===== src/rtl/uart_pkg.sv =====
// Shared definitions for the FIFO-fed UART transmitter: FSM encoding,
// parity modes and the counter width helper.
package uart_pkg;

   typedef enum logic [2:0] {
      ST_IDLE   = 3'd0,
      ST_REQ    = 3'd1,
      ST_LOAD   = 3'd2,
      ST_START  = 3'd3,
      ST_DATA   = 3'd4,
      ST_PARITY = 3'd5,
      ST_STOP   = 3'd6
   } uart_state_t;

   localparam int PARITY_NONE = 0;
   localparam int PARITY_EVEN = 1;
   localparam int PARITY_ODD  = 2;

   // clog2 with a floor of one bit, so degenerate ranges still get a real register
   function automatic int width_of(input int n);
      int w;
      w = $clog2(n);
      return (w < 1) ? 1 : w;
   endfunction

endpackage


===== src/rtl/fifo_uart_tx_if.sv =====
// Read port of the synchronous TX FIFO as seen by the UART drain.
// master = UART transmitter side, slave = FIFO side.
interface fifo_uart_tx_if #(
   parameter int DATA_WIDTH = 8
);
   logic                  fifo_rd_en;
   logic                  fifo_empty;
   logic [DATA_WIDTH-1:0] fifo_dout;

   modport master (
      output fifo_rd_en,
      input  fifo_empty,
      input  fifo_dout
   );

   modport slave (
      input  fifo_rd_en,
      output fifo_empty,
      output fifo_dout
   );
endinterface


===== src/rtl/uart_baud_gen.sv =====
// Bit-time counter: counts 0..CLK_DIV-1 while run is high and flags the
// last cycle of each bit with a one-cycle tick.
module uart_baud_gen
   import uart_pkg::*;
#(
   parameter int CLK_DIV = 16
) (
   input  logic clk,
   input  logic rst_n,
   input  logic run,
   output logic tick
);

   localparam int              CW   = width_of(CLK_DIV);
   localparam logic [CW-1:0]   LAST = CW'(CLK_DIV - 1);

   logic [CW-1:0] cnt_q;

   always_ff @(posedge clk or negedge rst_n) begin
      if (!rst_n) begin
         cnt_q <= '0;
      end else if (!run || cnt_q == LAST) begin
         cnt_q <= '0;
      end else begin
         cnt_q <= cnt_q + 1'b1;
      end
   end

   assign tick = run && (cnt_q == LAST);

endmodule


===== src/rtl/fifo_uart_tx.sv =====
// Pops one byte per frame from the TX FIFO and serializes it on txd as an
// async UART frame (start, LSB-first data, optional parity, stop bits).
//
// state  | meaning
// IDLE   | line high, waiting for tx_en and a non-empty FIFO
// REQ    | one-cycle pop request on fifo_rd_en
// LOAD   | FIFO data valid; capture byte and parity
// START  | start bit (low), one bit time
// DATA   | data bits, LSB first, one bit time each
// PARITY | parity bit, only when PARITY != none
// STOP   | STOP_BITS bit times high; frame_done on the last cycle
module fifo_uart_tx
   import uart_pkg::*;
#(
   parameter int DATA_WIDTH = 8,
   parameter int CLK_DIV    = 16,
   parameter int PARITY     = 0,
   parameter int STOP_BITS  = 1
) (
   input  logic            clk,
   input  logic            rst_n,
   input  logic            tx_en,
   fifo_uart_tx_if.master  fifo,
   output logic            txd,
   output logic            busy,
   output logic            frame_done
);

   localparam int            BW        = width_of(DATA_WIDTH + 1);
   localparam logic [BW-1:0] DATA_LAST = BW'(DATA_WIDTH - 1);
   localparam logic [BW-1:0] STOP_LAST = BW'(STOP_BITS - 1);

   uart_state_t           state_q, state_d;
   logic [DATA_WIDTH-1:0] shreg_q, shreg_d;
   logic [BW-1:0]         bit_q, bit_d;
   logic                  par_q, par_d;
   logic                  rd_en_q, rd_en_d;
   logic                  txd_q, txd_d;
   logic                  run;
   logic                  tick;

   uart_baud_gen #(
      .CLK_DIV (CLK_DIV)
   ) u_baud (
      .clk   (clk),
      .rst_n (rst_n),
      .run   (run),
      .tick  (tick)
   );

   assign run = (state_q == ST_START) || (state_q == ST_DATA) ||
                (state_q == ST_PARITY) || (state_q == ST_STOP);

   always_ff @(posedge clk or negedge rst_n) begin
      if (!rst_n) begin
         state_q <= ST_IDLE;
         shreg_q <= '0;
         bit_q   <= '0;
         par_q   <= 1'b0;
         rd_en_q <= 1'b0;
         txd_q   <= 1'b1;
      end else begin
         state_q <= state_d;
         shreg_q <= shreg_d;
         bit_q   <= bit_d;
         par_q   <= par_d;
         rd_en_q <= rd_en_d;
         txd_q   <= txd_d;
      end
   end

   always_comb begin
      state_d    = state_q;
      shreg_d    = shreg_q;
      bit_d      = bit_q;
      par_d      = par_q;
      rd_en_d    = 1'b0;
      frame_done = 1'b0;

      case (state_q)
         ST_IDLE: begin
            // empty is only looked at here, long after the previous pop
            if (tx_en && !fifo.fifo_empty) begin
               state_d = ST_REQ;
               rd_en_d = 1'b1;
            end
         end
         ST_REQ: begin
            state_d = ST_LOAD;
         end
         ST_LOAD: begin
            shreg_d = fifo.fifo_dout;
            par_d   = (PARITY == PARITY_ODD) ? ~(^fifo.fifo_dout) : ^fifo.fifo_dout;
            bit_d   = '0;
            state_d = ST_START;
         end
         ST_START: begin
            if (tick) begin
               bit_d   = '0;
               state_d = ST_DATA;
            end
         end
         ST_DATA: begin
            if (tick) begin
               shreg_d = shreg_q >> 1;
               if (bit_q == DATA_LAST) begin
                  bit_d   = '0;
                  state_d = (PARITY != PARITY_NONE) ? ST_PARITY : ST_STOP;
               end else begin
                  bit_d = bit_q + 1'b1;
               end
            end
         end
         ST_PARITY: begin
            if (tick) begin
               bit_d   = '0;
               state_d = ST_STOP;
            end
         end
         ST_STOP: begin
            if (tick) begin
               if (bit_q == STOP_LAST) begin
                  frame_done = 1'b1;
                  state_d    = ST_IDLE;
               end else begin
                  bit_d = bit_q + 1'b1;
               end
            end
         end
         default: begin
            state_d = ST_IDLE;
         end
      endcase

      // txd is registered from the next state so the pin never sees decode glitches
      case (state_d)
         ST_START:  txd_d = 1'b0;
         ST_DATA:   txd_d = shreg_d[0];
         ST_PARITY: txd_d = par_q;
         default:   txd_d = 1'b1;
      endcase
   end

   assign txd             = txd_q;
   assign busy            = (state_q != ST_IDLE);
   assign fifo.fifo_rd_en = rd_en_q;

endmodule


===== src/flat_wrapper.sv =====
// flat-port wrapper written by rule: the top's interface ports become plain ports
module fifo_uart_tx_flat import uart_pkg::*;
#(
   parameter int DATA_WIDTH = 8,
   parameter int CLK_DIV    = 16,
   parameter int PARITY     = 0,
   parameter int STOP_BITS  = 1
)
  (clk, rst_n, tx_en, txd, busy, frame_done, fifo_fifo_rd_en, fifo_fifo_empty, fifo_fifo_dout);
  fifo_uart_tx_if #(.DATA_WIDTH(DATA_WIDTH)) fifo_i ();
  input  logic clk;
  input  logic rst_n;
  input  logic tx_en;
  output logic txd;
  output logic busy;
  output logic frame_done;
  output wire logic [$bits(fifo_i.fifo_rd_en)-1:0] fifo_fifo_rd_en;
  input wire logic [$bits(fifo_i.fifo_empty)-1:0] fifo_fifo_empty;
  input wire logic [$bits(fifo_i.fifo_dout)-1:0] fifo_fifo_dout;
  assign fifo_fifo_rd_en = fifo_i.fifo_rd_en;
  assign fifo_i.fifo_empty = fifo_fifo_empty;
  assign fifo_i.fifo_dout = fifo_fifo_dout;
  fifo_uart_tx #(.DATA_WIDTH(DATA_WIDTH), .CLK_DIV(CLK_DIV), .PARITY(PARITY), .STOP_BITS(STOP_BITS)) u_core (.clk(clk), .rst_n(rst_n), .tx_en(tx_en), .fifo(fifo_i), .txd(txd), .busy(busy), .frame_done(frame_done));
endmodule

===== config.mk =====
export PLATFORM = sky130hd
export DESIGN_NAME = fifo_uart_tx_flat
export DESIGN_NICKNAME = d
export VERILOG_FILES = /design/src/rtl/uart_pkg.sv /design/src/rtl/fifo_uart_tx_if.sv /design/src/rtl/uart_baud_gen.sv /design/src/rtl/fifo_uart_tx.sv /design/src/flat_wrapper.sv
export SDC_FILE = /design/constraint.sdc
export NUM_CORES = 1
export LEC_CHECK = 0
export ABC_CLOCK_PERIOD_IN_PS = 3000
export CORE_MARGIN = 3
export CORE_UTILIZATION = 50
export CTS_BUF_LIST = sky130_fd_sc_hd__clkbuf_8
export DETAILED_ROUTE_END_ITERATION = 10
export PLACE_DENSITY = 0.77
export SYNTH_ARGS = -nofsm -noshare
export SYNTH_HDL_FRONTEND = slang
export SYNTH_SLANG_ARGS = --single-unit

===== constraint.sdc =====
create_clock -name clk -period 3 [get_ports clk]
set_clock_uncertainty 0.15 [all_clocks]
set_input_delay 0.45 -clock clk [delete_from_list [all_inputs] [get_ports clk]]
set_output_delay 0.45 -clock clk [all_outputs]
set_load 0.02 [all_outputs]

==> reports/qor.yml <==
outcome:
  outcome: "completed"
logic_synthesis:
  synth_edf_count: 0
  syn-num-nets: 144
  ys_async_sr_fraction_pct: 100.0
  yosys-top-cells-area: "dfrtp_1, xnor2_1, nand2_1, a22oi_1, ha_1"
  synth-seq-area-share_pct: 44.32
  synth_warnings: 0
  ys.flop_type: "dfrtp_1"
  synth_cell_types: 44
  synthesis.area_um2: 1245
  synth.avg_cell_area_um2: 9.651
  synth_top_area_share_pct: 42.21
  post-synth-top-area-cell: "dfrtp_1"
  synth-seq-cells: 22
  syn_inst: 129
critical_path:
  r2r_start: "u_core.state_q[1]$_DFF_PN0_"
  path_class: "reg2out"
  critPathLaunchType: "flop"
  cp-end-kind: "primary output"
  worst_r2r_endpoint: "u_core.txd$_DFF_PN1_"
  cp.required_ps: 2400
  cp-startpoint: "u_core.u_baud.cnt_q[0]$_DFF_PN0_"
  setup.worst_path.end: "frame_done"
  r2r_setup_slack_ps: 1000
  reg2reg_depth: 5
  cp_max_fo: 4
  arrival_ps: 2080
placement:
  place.port_buffers: 15
  hpwl_um: 1794
  dp_cells: 168
  routabilityCongestion: 0.8480
layout:
  final_cells: 172
  nFillCells: 191
  layout_commonest_cell: "dfrtp_1"
  antenna_cells: 0
  layout-drive-gt1-share_pct: 11.11
  fin_nets: 160
  layout_common_cells: "dfrtp_1, nand2_1, clkdlybuf4s50_1"
  area_growth_pct: 17.59
pwr:
  irDropWorstVdd_uv: 371.5
  cellLeakagePower_uw: 0.0006025
  p_per_area_nw_per_um2: 395.7
  finalPower_uw: 579.3
floorplanning:
  core_area_um2: 2297
  rows: 17
  die-area_um2: 3125
  chipWidth_um: 55.90
  dieHeight_um: 55.90
  pin_count: 16
  start_util_pct: 54.19
global_route:
  grt_pass1_vias: 913
  antenna_found_initial: 0
  gr-usage-all-layers_pct: 17.18
  grt_pass1_wl_um: 4236
  grt_max_degree: 23
  grt_overflow_total: 0
sta:
  finalSetupViolations: 0
  rsz0062_at_grt: "no"
  slew_headroom_pct: 54.59
  tns_ps: 0
  hold_violations: 0
  fin_crit_sh_pct: 89.44
  period_needed_ps: 2683
  final_max_slew_viol_count: 0
  worst_slew_pin_slew_ps: 678.0
  fmax_mhz: 372.7
clock_network:
  clock-sinks: 22
  cts_tree: "built"
  cts_setup_buffers: 0
  cts_buffer_depth: 2
  cts_made_buffers: 3
  ctsResizeCount: 0
  htree_levels: 1
  clk_latency_ps: 260
  cts_hold_buf: 0
  cts_root_buf: "clkbuf_8"
  path_clk_slew_ps: 70
detailed_routing:
  drt-initial-drc-count: 42
  vias_per_cell: 5.628
  drt_pre_antenna_iters: 4
  vias: 968
  wl_per_cell_um: 13.93
  wirelength_um: 2396
  postRouteAntennaNets: 0
  drcViolationCount: 0
worst_hold_path:
  hold_class: "reg2reg"
run:
  maxCapViolations: 0
-- routing by layer --
metal / part of all wire, % / GRT usage, % / vias up
li1: - / - / 484
met1: 45 / 23.49 / 454
met2: 47 / 26.69 / 28
met3: 6.7 / 5.336 / 2
met4: 0.79 / 4.068 / 0
met5: 0 / 0 / -
-- area by class of cell --
cell class                      instances  area (µm²)  area share, %
Sequential cell                        22       551.8          37.69
Inverter                                8       30.03          2.051
Timing Repair Buffer                   17       165.2          11.28
Tap cell                               28       35.03          2.393
Multi-Input combinational cell         93       626.9          42.82
Clock buffer                            4       55.05          3.761
-- synth_stat cells, types with 2 or more instances --
library cell  number
a21oi_1            4
a211oi_1           2
nand3b_1           3
nand3_1            3
nor2_1             6
nor3b_1            2
buf_2              4
xnor2_1            8
inv_1              7
o21ai_0            5
mux2i_1            2
nand2_1           16
ha_1               3
o211ai_1           3
xor2_1             2
nor2b_1            2
or2_2              2
a22oi_1            6
dfrtp_1           21
and3_1             2
nand2b_1           3
-- flip-flops by register name, indices dropped and copies added, names as in the netlist --
register	cells
u_core.par_q	1
u_core.fifo.fifo_rd_en	1
u_core.state_q	3
u_core.u_baud.cnt_q	4
u_core.txd	1
u_core.shreg_q	8
u_core.bit_q	4
-- worst max-delay path: stages, from the launching register on --
cell and delay [ps]:
dfrtp_1 380, ha_1 240, nand3_1 160, nor3_1 260, and3_1 190, clkdlybuf4s50_1 600
-- report_power, final --
part           switching, µW  total, µW  internal [µW]
clock network           94.4        211            117
logic                   23.0       54.5           31.5
registers               5.67        313            308
-- logic make-up after synthesis --
kind of cell | count (synthesis) | share of synthesized area [%]
muxes | 2 | 1.608
AOI/OAI and AO/OA | 31 | 18.49
adders and majority gates | 3 | 3.015
and+or+nand+nor | 47 | 20.20
DFF | 22 | 44.32
buffers and inverters | 14 | 5.326
xor gates and xnor gates | 10 | 7.036
-- worst min path at each step --
stage	from	end	slack, ps	depth (start not counted)
final	u_core.u_baud.cnt_q[0]$_DFF_PN0_	u_core.u_baud.cnt_q[0]$_DFF_PN0_	320	1
after detailed placement	u_core.u_baud.cnt_q[0]$_DFF_PN0_	u_core.u_baud.cnt_q[0]$_DFF_PN0_	310	1
after CTS	u_core.u_baud.cnt_q[0]$_DFF_PN0_	u_core.u_baud.cnt_q[0]$_DFF_PN0_	320	1
after floorplan	rst_n	u_core.bit_q[0]$_DFFE_PN0P_	4	0
after global placement	u_core.u_baud.cnt_q[0]$_DFF_PN0_	u_core.u_baud.cnt_q[0]$_DFF_PN0_	290	1
after global routing	u_core.u_baud.cnt_q[0]$_DFF_PN0_	u_core.u_baud.cnt_q[0]$_DFF_PN0_	360	1
-- stage by stage --
step,cell area [µm²],util (%),hold WS (ps),worst slack [ps]
3_5_place_dp,1409,61.33,309.7,587.1
6_report,1464,63.73,316.9,316.7
5_1_grt,1464,63.73,360.8,127.7
4_1_cts,1464,63.73,320.4,298.7
3_3_place_gp,1409,61.33,288.3,637.3
2_1_floorplan,1245,-,4.409,1179
Note: power is estimated with default switching activity, not from simulation.
